## src/rtl/vm_pkg.sv

```systemverilog
// -----------------------------------------------------------------------------
// vm_pkg
// Shared types and constants for the vending-machine change dispenser.
//   - Change encoding constants (number of 5-unit coins owed)
//   - Product id type
//   - FSM state encoding (legacy-compatible localparam constants)
//   - Request record queued per sale, plus a helper that builds one
// -----------------------------------------------------------------------------
package vm_pkg;

  // Change encoding: the 2-bit code is directly the number of 5-unit coins.
  localparam logic [1:0] CHG_0  = 2'b00;
  localparam logic [1:0] CHG_5  = 2'b01;
  localparam logic [1:0] CHG_10 = 2'b10;
  localparam logic [1:0] CHG_15 = 2'b11;

  typedef enum logic {
    PROD_A = 1'b0,
    PROD_B = 1'b1
  } prod_e;

  // FSM state encoding
  typedef logic [2:0] state_t;
  localparam state_t ST_IDLE  = 3'd0;
  localparam state_t ST_VEND  = 3'd1;
  localparam state_t ST_EJECT = 3'd2;
  localparam state_t ST_GAP   = 3'd3;
  localparam state_t ST_FAULT = 3'd4;

  typedef struct packed {
    prod_e      prod;
    logic [1:0] coins;
  } req_t;

  // Build a request record from the product select and the change code.
  function automatic req_t req_make(input logic sel_b, input logic [1:0] chg);
    req_t r;
    r.prod  = sel_b ? PROD_B : PROD_A;
    r.coins = chg;
    return r;
  endfunction

endpackage

```

## src/rtl/vm_req_fifo.sv

```systemverilog
// -----------------------------------------------------------------------------
// vm_req_fifo
// Synchronous DEPTH-entry request FIFO. Pointers wrap explicitly at DEPTH.
// The head entry is presented combinationally on pop_data.
// Ports:
//   clk, reset          clock, synchronous active-high reset
//   push, push_data     write request (ignored when full)
//   pop                 remove head entry (ignored when empty)
//   pop_data            current head entry
//   full, empty         occupancy flags
// -----------------------------------------------------------------------------
module vm_req_fifo
  import vm_pkg::*;
#(
  parameter int DEPTH = 4
) (
  input  logic clk,
  input  logic reset,
  input  logic push,
  input  req_t push_data,
  input  logic pop,
  output req_t pop_data,
  output logic full,
  output logic empty
);

  localparam int AW = $clog2(DEPTH);
  localparam logic [AW-1:0] PTR_LAST = AW'(DEPTH - 1);
  localparam logic [AW:0]   CNT_FULL = (AW + 1)'(DEPTH);

  req_t          mem_r [DEPTH];
  logic [AW-1:0] wr_ptr_r;
  logic [AW-1:0] rd_ptr_r;
  logic [AW:0]   count_r;
  logic          do_push_s;
  logic          do_pop_s;

  assign full      = (count_r == CNT_FULL);
  assign empty     = (count_r == '0);
  assign do_push_s = push & ~full;
  assign do_pop_s  = pop & ~empty;
  assign pop_data  = mem_r[rd_ptr_r];

  // Storage, pointers and occupancy count
  always_ff @(posedge clk) begin
    if (reset) begin
      wr_ptr_r <= '0;
      rd_ptr_r <= '0;
      count_r  <= '0;
      for (int i = 0; i < DEPTH; i++) begin
        mem_r[i] <= '0;
      end
    end else begin
      if (do_push_s) begin
        mem_r[wr_ptr_r] <= push_data;
        wr_ptr_r        <= (wr_ptr_r == PTR_LAST) ? '0 : wr_ptr_r + AW'(1);
      end
      if (do_pop_s) begin
        rd_ptr_r <= (rd_ptr_r == PTR_LAST) ? '0 : rd_ptr_r + AW'(1);
      end
      case ({do_push_s, do_pop_s})
        2'b10:   count_r <= count_r + (AW + 1)'(1);
        2'b01:   count_r <= count_r - (AW + 1)'(1);
        default: count_r <= count_r;
      endcase
    end
  end

endmodule

```

## src/rtl/vm_change_dispenser.sv

```systemverilog
// -----------------------------------------------------------------------------
// vm_change_dispenser
// Actuator stage behind the vending FSM: queues each sale, runs the product
// vend motor for VEND_CYCLES, then ejects the change one coin at a time using
// a hopper eject/sense handshake with a timeout. A hopper jam latches a sticky
// fault that only reset clears.
// Optional feature: define VM_JAM_RETRY_EN to re-eject a timed-out coin up to
// MAX_RETRIES times before faulting; otherwise the first timeout faults.
// Ports:
//   clk, reset            clock, synchronous active-high reset
//   dispense_A/B, change  sale pulse and change owed (coins of 5 units)
//   hop_sense             hopper coin-exit pulse
//   vend_A/B              product motor enables
//   hop_eject             hopper eject request (level)
//   busy                  FIFO full or fault: upstream must hold off
//   idle                  FIFO empty and FSM idle
//   fault                 sticky hopper jam
//   req_err               one-cycle pulse on a dropped request
//   coins_paid            running count of sensed coins (wraps)
// -----------------------------------------------------------------------------
module vm_change_dispenser
  import vm_pkg::*;
#(
  parameter int DEPTH         = 4,
  parameter int VEND_CYCLES   = 8,
  parameter int SENSE_TIMEOUT = 16,
  parameter int MAX_RETRIES   = 2
) (
  input  logic       clk,
  input  logic       reset,
  input  logic       dispense_A,
  input  logic       dispense_B,
  input  logic [1:0] change,
  input  logic       hop_sense,
  output logic       vend_A,
  output logic       vend_B,
  output logic       hop_eject,
  output logic       busy,
  output logic       idle,
  output logic       fault,
  output logic       req_err,
  output logic [7:0] coins_paid
);

  localparam int VW = $clog2(VEND_CYCLES + 1);
  localparam int TW = $clog2(SENSE_TIMEOUT + 1);
  localparam int RW = $clog2(MAX_RETRIES + 2);
  localparam logic [VW-1:0] VEND_LAST = VW'(VEND_CYCLES - 1);
  localparam logic [TW-1:0] TMO_LAST  = TW'(SENSE_TIMEOUT - 1);
`ifdef VM_JAM_RETRY_EN
  localparam logic [RW-1:0] RETRY_LIMIT = RW'(MAX_RETRIES);
`else
  localparam logic [RW-1:0] RETRY_LIMIT = '0;
`endif

  state_t        state_r;
  logic          vend_a_r;
  logic          vend_b_r;
  logic          hop_eject_r;
  logic          fault_r;
  logic          req_err_r;
  logic [7:0]    coins_paid_r;
  logic [1:0]    coins_r;
  logic [VW-1:0] vend_cnt_r;
  logic [TW-1:0] tmo_cnt_r;
  logic [RW-1:0] retry_cnt_r;

  logic one_hot_s;
  logic both_s;
  logic busy_s;
  logic push_s;
  logic pop_s;
  logic fifo_full_s;
  logic fifo_empty_s;
  req_t head_s;

  assign one_hot_s = dispense_A ^ dispense_B;
  assign both_s    = dispense_A & dispense_B;
  assign busy_s    = fifo_full_s | fault_r;
  // busy is evaluated on this cycle's registers, so a same-cycle pop never
  // makes room for a push into a full FIFO.
  assign push_s    = one_hot_s & ~busy_s;
  assign pop_s     = (state_r == ST_IDLE) & ~fifo_empty_s;

  vm_req_fifo #(
    .DEPTH (DEPTH)
  ) u_fifo (
    .clk       (clk),
    .reset     (reset),
    .push      (push_s),
    .push_data (req_make(dispense_B, change)),
    .pop       (pop_s),
    .pop_data  (head_s),
    .full      (fifo_full_s),
    .empty     (fifo_empty_s)
  );

  // Sequencing FSM with registered motor, eject, fault and error outputs
  always_ff @(posedge clk) begin
    if (reset) begin
      state_r      <= ST_IDLE;
      vend_a_r     <= 1'b0;
      vend_b_r     <= 1'b0;
      hop_eject_r  <= 1'b0;
      fault_r      <= 1'b0;
      req_err_r    <= 1'b0;
      coins_paid_r <= 8'd0;
      coins_r      <= 2'd0;
      vend_cnt_r   <= '0;
      tmo_cnt_r    <= '0;
      retry_cnt_r  <= '0;
    end else begin
      req_err_r <= both_s | (one_hot_s & busy_s);
      case (state_r)
        ST_IDLE: begin
          if (!fifo_empty_s) begin
            state_r    <= ST_VEND;
            vend_a_r   <= (head_s.prod == PROD_A);
            vend_b_r   <= (head_s.prod == PROD_B);
            coins_r    <= head_s.coins;
            vend_cnt_r <= '0;
          end
        end
        ST_VEND: begin
          if (vend_cnt_r == VEND_LAST) begin
            vend_a_r    <= 1'b0;
            vend_b_r    <= 1'b0;
            tmo_cnt_r   <= '0;
            retry_cnt_r <= '0;
            if (coins_r != CHG_0) begin
              state_r     <= ST_EJECT;
              hop_eject_r <= 1'b1;
            end else begin
              state_r <= ST_IDLE;
            end
          end else begin
            vend_cnt_r <= vend_cnt_r + VW'(1);
          end
        end
        ST_EJECT: begin
          // A sense on the final timeout cycle still counts as success.
          if (hop_sense) begin
            coins_paid_r <= coins_paid_r + 8'd1;
            coins_r      <= coins_r - 2'd1;
            hop_eject_r  <= 1'b0;
            retry_cnt_r  <= '0;
            state_r      <= (coins_r == 2'd1) ? ST_IDLE : ST_GAP;
          end else if (tmo_cnt_r == TMO_LAST) begin
            hop_eject_r <= 1'b0;
            if (retry_cnt_r < RETRY_LIMIT) begin
              retry_cnt_r <= retry_cnt_r + RW'(1);
              state_r     <= ST_GAP;
            end else begin
              state_r <= ST_FAULT;
              fault_r <= 1'b1;
            end
          end else begin
            tmo_cnt_r <= tmo_cnt_r + TW'(1);
          end
        end
        ST_GAP: begin
          state_r     <= ST_EJECT;
          hop_eject_r <= 1'b1;
          tmo_cnt_r   <= '0;
        end
        ST_FAULT: begin
          vend_a_r    <= 1'b0;
          vend_b_r    <= 1'b0;
          hop_eject_r <= 1'b0;
          fault_r     <= 1'b1;
        end
        default: begin
          // Unreachable encoding: fail safe into the jam state.
          state_r     <= ST_FAULT;
          vend_a_r    <= 1'b0;
          vend_b_r    <= 1'b0;
          hop_eject_r <= 1'b0;
          fault_r     <= 1'b1;
        end
      endcase
    end
  end

  assign vend_A     = vend_a_r;
  assign vend_B     = vend_b_r;
  assign hop_eject  = hop_eject_r;
  assign fault      = fault_r;
  assign req_err    = req_err_r;
  assign coins_paid = coins_paid_r;
  assign busy       = busy_s;
  assign idle       = fifo_empty_s & (state_r == ST_IDLE);

endmodule

```

## config.mk

```make
export PLATFORM = sky130hd
export DESIGN_NAME = vm_change_dispenser
export DESIGN_NICKNAME = d
export VERILOG_FILES = /design/src/rtl/vm_pkg.sv /design/src/rtl/vm_req_fifo.sv /design/src/rtl/vm_change_dispenser.sv
export SDC_FILE = /design/constraint.sdc
export NUM_CORES = 1
export LEC_CHECK = 0
export CAP_MARGIN = 20
export CELL_PAD_IN_SITES_DETAIL_PLACEMENT = 2
export CELL_PAD_IN_SITES_GLOBAL_PLACEMENT = 2
export CORE_ASPECT_RATIO = 2
export CORE_MARGIN = 1
export CORE_UTILIZATION = 39
export DETAILED_ROUTE_END_ITERATION = 6
export GPL_TIMING_DRIVEN = 0
export PLACE_DENSITY_LB_ADDON = 0.12
export REMOVE_ABC_BUFFERS = 1
export SLEW_MARGIN = 25
export SYNTH_ARGS = -nofsm -noshare
export SYNTH_HDL_FRONTEND = slang
export SYNTH_HIERARCHICAL = 1
export SYNTH_SLANG_ARGS = --single-unit
```

## constraint.sdc

```tcl
create_clock -name clk -period 4.47 [get_ports clk]
set_input_delay 0.894 -clock clk [delete_from_list [all_inputs] [get_ports clk]]
set_output_delay 0.894 -clock clk [all_outputs]
set_load 0.03 [all_outputs]
```

After elaboration in Yosys (flattened, before gate mapping):

Memory sizes are Yosys's and may differ from the RTL's. A register that Yosys moved wholly into a read port is not among the register bits.
Index checks and enable logic that the tools add are counted.

* bits in read-only memories: 0
* memories kept: 1
* input bits: 7
* flip-flop bits (word level): 36
* latch bits: 0
* memory bits (writable): 12
* logic and storage cells: 137

Memory list
* u_fifo.mem_r: depth 4, width 3, read ports 1, clocked after memory_dff 1, write ports 4, RTL line vm_req_fifo.sv:31 `req_t mem_r [DEPTH];`

* $add $sub $neg: 9
* bitwise gates (word level): 18
* eq/ne operators: 23
* multipliers: 0
* shifts and indexed selects: 0
* magnitude comparators: 1
* divide/modulo/power cells: 0
* reductions and logical operators: 20
* muxes and demuxes: 51

Operators by type and width (number)
* 2-bit 2-to-1 mux: 13
* 4-bit AND reduction: 5
* 3-bit 2-to-1 mux: 6
* 2-bit inequality test (second input constant): 9
* 1-bit 2-to-1 mux: 17
* 5-bit 2-to-1 mux: 3
* 3-bit one-hot mux with 5 select lines: 1
* 5-bit one-hot mux with 3 select lines: 1
* 2-bit nonzero test: 5
* 3-bit AND reduction: 3
* 8-bit by 1-bit adder with 8-bit output (second input constant): 1
* 4-bit 2-to-1 mux: 2
* 1-bit inverter: 8
* 2-bit one-hot mux with 2 select lines: 2
* 4-bit one-hot mux with 2 select lines: 1
* 1-bit bitwise AND: 7
* 2-bit by 1-bit adder with 2-bit output (second input constant): 3
* 2-bit == test (second input constant): 3
* 3-bit by 2-bit == test with 1-bit output (second input constant): 2
* 3-bit == test (second input constant): 2
* 3-bit logical NOT: 2
* 3-bit inequality test (second input constant): 2
* 1-bit one-hot mux with 3 select lines: 2
* 3-bit one-hot mux with 2 select lines: 1
* other kinds (18): 21

Logic depth before layout (Yosys ltp):

* depth in word-level cells: 10
* depth in mapped cells: 12

By module:

The synthesis kept the hierarchy.

By module, submodules not included
* vm_change_dispenser: cells an instance 172, sequential area each 540.5 um^2, times used 1, area an instance 1465.2 um^2
* vm_req_fifo: cells an instance 85, sequential area each 540.5 um^2, times used 1, area an instance 978.4 um^2

Worst setup path after synthesis:

OpenSTA, ideal clock, no wires.

* path type: input -> register
* start: input dispense_A
* end: register u_fifo.count_r[2]
* library setup time: 0.070 ns
* path buffers: 0
* data required time: 4.400 ns
* slack: 1.852 ns
* data arrival time: 2.547 ns
* stages: 10
* cells stage by stage: ha_1 -> inv_1 -> nor2_1 -> nand2_4 -> ha_1 -> inv_1 -> fa_1 -> xor2_1 -> or3_1 -> a21oi_1

* longest elaborated chain between the ends: 5
* elaborated cells on any way between the ends: 7
* classes of those cells: eq/ne: 2; mux: 1; bitwise: 3; reduce/logical: 1

RTL lines
* from (decl): RTL line vm_change_dispenser.sv:31 `input logic dispense_A,`
* 1-bit bitwise XOR (*): RTL line vm_change_dispenser.sv:77 `assign one_hot_s = dispense_A ^ dispense_B;`
* 1-bit bitwise AND (*): RTL line vm_change_dispenser.sv:82 `assign push_s = one_hot_s & ~busy_s;`
* net push_s: RTL line vm_change_dispenser.sv:71 `logic push_s;`
* 1-bit bitwise AND (*): RTL line vm_req_fifo.sv:40 `assign do_push_s = push & ~full;`
* 2-bit by 1-bit == test with 1-bit output or 2-bit == test (tied branches): RTL line vm_req_fifo.sv:61 `case ({do_push_s, do_pop_s})`
* 3-bit one-hot mux with 2 select lines or 2-bit nonzero test (tied branches)
* to (signal assigned): RTL line vm_req_fifo.sv:62 `2'b10: count_r <= count_r + (AW + 1)'(1);`
* to (signal assigned): RTL line vm_req_fifo.sv:63 `2'b01: count_r <= count_r - (AW + 1)'(1);`
* to (signal assigned): RTL line vm_req_fifo.sv:64 `default: count_r <= count_r;`
* to (decl): RTL line vm_req_fifo.sv:34 `logic [AW:0] count_r;`

Mark *: on every way through the listed nets, which the timed path passes. The rest lies on a longest branch.
A chain may end at the register's enable or synchronous reset.

Worst setup path in the final report:

* start: register u_fifo.count_r[0]
* end: output idle

* longest elaborated chain between the ends: 2

RTL lines
* 3-bit logical NOT: RTL line vm_req_fifo.sv:39 `assign empty = (count_r == '0);`
* net fifo_empty_s: RTL line vm_change_dispenser.sv:74 `logic fifo_empty_s;`
* 1-bit bitwise AND: RTL line vm_change_dispenser.sv:191 `assign idle = fifo_empty_s & (state_r == ST_IDLE);`
* to (decl): RTL line vm_change_dispenser.sv:39 `output logic idle,`

The timed path passes the listed nets, and every way through them passes these cells.

==> metrics.yaml <==
place_congestion: 0.790
path_max_fanout: 6
grt_overflow: 0
path_common_cell: "nor3_1"
synth_edf_count: 12
fin_util_pct: 47.5
start_util_pct: 40.7
synth_common_cells: "dfxtp_1 (36), a21oi_1 (20), inv_1 (18), nor2_1 (18), nand2_1 (16)"
grt_usage_pct: 21.7
synthesis.area_sq_um: 2440
cts_root_buf: "clkbuf_16"
multi_input_area_sq_um: 1220
cts_hold_buf: 0
path_delay_family: "simple AND/OR/NAND/NOR gates"
p_sw_share_pct: 33.6
grt_pass1_wl_um: 10900
placement_rows: 40
viasPerCell: 5.90
pwr-share-comb_pct: 31.3
relSlewSlack_pct: 51.5
syn_avg_cell_area_sq_um: 9.51
area_growth_pct: 16.7
cp_num_buf_inv: 1
drive_above_1_share_pct: 7.72
die_y_um: 114
slew_violations: 0
setup_slack_ns: 1.15
seq_power_share_pct: 38.1
die-area_sq_um: 6610
crit_chain: "nor3_1 -> nand2b_1 -> nor3_1 -> clkdlybuf4s50_1"
maxCapViolCount: 0
path_clk_slew_ns: 0.06
end_kind: "output pin"
r2r_cells: 10
intPower_mw: 1.05
die_w_um: 58.0
cts_resized: 0
place_inst: 327
ant_nets: 0
grt_max_degree: 36
cts_tree: "yes"
violations: "design-rule violations"
layout.nets: 289
hp-start: "tmo_cnt_r[1]"
ir_drop_v: 0.000399
whs_ns: 0.488
synthDistinctLibCells: 55
n_fill_cell: 659
outcome: "finished with violations"
numCtsBuffers: 5
crit_start: "u_fifo/count_r[0]"
timing.final.crit_share_pct: 74.2
startpoint_type: "flip-flop"
first_pass_iters: 6
async_flop_share_pct: 0
htree_levels: 2
ys_top_cells_by_area: "dfxtp_1 (29%), edfxtp_1 (15%), ha_1 (5.1%), a21oi_1 (4.1%), inv_1 (2.8%)"
drtIter0Drc: 41
leakage_nw: 1.04
port_buffers: 21
vias: 1976
cpPeakStageDelay_ns: 0.72
coreArea_sq_um: 6010
antenna_cells: 0
grt_pass1_vias: 2224
cp.depth: 4
cts_sinks: 48
fin_tns_setup_ns: 0
synth-seq-cells: 48
wire_per_inst_um: 18.4
p_sw_mw: 0.531
ys_warn_count: 6
p_per_area_nw_per_um2: 553
reg2reg_from: "state_r[1]"
finalClockSkew_ns: 0.00417
netlist_instances: 257
rsz0062_at_grt: "false"
yosysTopAreaCell: "dfxtp_1"
dp_hpwl_um: 4420
critPathKind: "reg2out"
pin_count: 22
p_clk_share_pct: 30.6
ys_seq_area_share_pct: 44.2
synth_flop_cell: "dfxtp_1"
regArea_sq_um: 1080
crit_required_ns: 3.58
dp_slack_ns: 1.22
cp_slowest_cell: "clkdlybuf4s50_1"
fin_cells: 335
drt_wl_total_um: 6180
synth_top_area_share_pct: 29.5
yosysMostFrequentCell: "dfxtp_1"
max_freq_mhz: 301
cts_buffer_depth: 2
finalHoldViolations: 0
hold_depth: 2
post-route-min-period_ns: 3.32
min_path_type: "reg2reg"
antenna_found_initial: 0
clkLatencyLatePin_ns: 0.29
drc_errors: 1
worstMarginPinSlew_ns: 0.728
cts_setup_buffers: 0
setup_viol: 0
arrival_ns: 2.42
## cells in the final DEF, fill, tap and decap left out, types with 5 or more instances in the layout
master,count
mux2i_1,5
o21ai_0,8
edfxtp_1,12
nand2b_1,7
o211ai_1,6
dfxtp_1,36
or3_1,7
clkbuf_16,5
ha_1,10
clkdlybuf4s50_1,20
a21oi_1,20
or4_1,5
nor2_1,18
nor3_1,6
nand3_1,9
o31ai_1,6
nand2_1,16
inv_1,18
## final timing paths
kind	endpoint	slack (ns)
hold / removal	tmo_cnt_r[1]	0.49
setup reg to reg	u_fifo/count_r[2]	1.61
hold reg to reg	tmo_cnt_r[1]	0.49
setup / recovery	idle	1.15
## final cells by class
cell class              count  area share (%)
inverters                  20            2.81
clock buffers               6            4.52
multi-input cells         175            42.7
clock inverters             2            2.11
repair buffers             21            7.20
well taps                  63            2.76
flip-flops and latches     48            37.9
## worst register-to-register path: cells and delay by family, from the launching register on
kind,cells,cell delay [ns]
AO/OA/AOI/OAI,2,0.28
AND/OR/NAND/NOR,2,1.02
XOR/XNOR,1,0.16
flip-flops,1,0.51
adder cells (fa/ha/maj),2,0.55
buffers and inverters,3,0.29
## stage by stage
stage          total power [mW]  area [sq um]
2_1_floorplan             0.945          2380
3_3_place_gp               1.09          2670
3_5_place_dp               1.11          2660
4_1_cts                    1.60          2850
5_1_grt                    1.69          2850
6_report                   1.58          2850
## metal layers
layer | up-vias | GRT usage (%) | part of all wire, %
met2 | 21 | 42.1 | 60
met5 | - | 0 | 0
met3 | 9 | 3.74 | 2.2
li1 | 963 | - | -
met4 | 0 | 7.14 | 1.7
met1 | 983 | 22.3 | 37
## sequential cells by signal, indices dropped and copies added, names as in the netlist, 3 cells and up, named ones only
register,cells
state_r,3
tmo_cnt_r,5
coins_paid,8
u_fifo/count_r,3
u_fifo/mem_r,12
vend_cnt_r,4
## power groups by stage
| stage | Clock, mW | Combinational [mW] | Sequential (mW) |
|---|---|---|---|
| after floorplan | 0 | 0.343 | 0.602 |
| after global placement | 0 | 0.479 | 0.608 |
| after detailed placement | 0 | 0.493 | 0.614 |
| after CTS | 0.494 | 0.503 | 0.604 |
| after global routing | 0.515 | 0.558 | 0.616 |
| final | 0.483 | 0.493 | 0.601 |
## kinds of logic (layout without fill, tap and decap cells)
family	count (synthesis)	in the layout	synth area share, %
multiplexers	8	8	4.81
XOR/XNOR	4	4	1.43
AND/OR/NAND/NOR	94	94	22.1
flip-flops	48	48	44.2
AO/OA/AOI/OAI	58	58	15.6
buffers and inverters	34	49	5.94
adder cells (fa/ha/maj)	11	11	5.94
(Power assumes the default switching activity.)
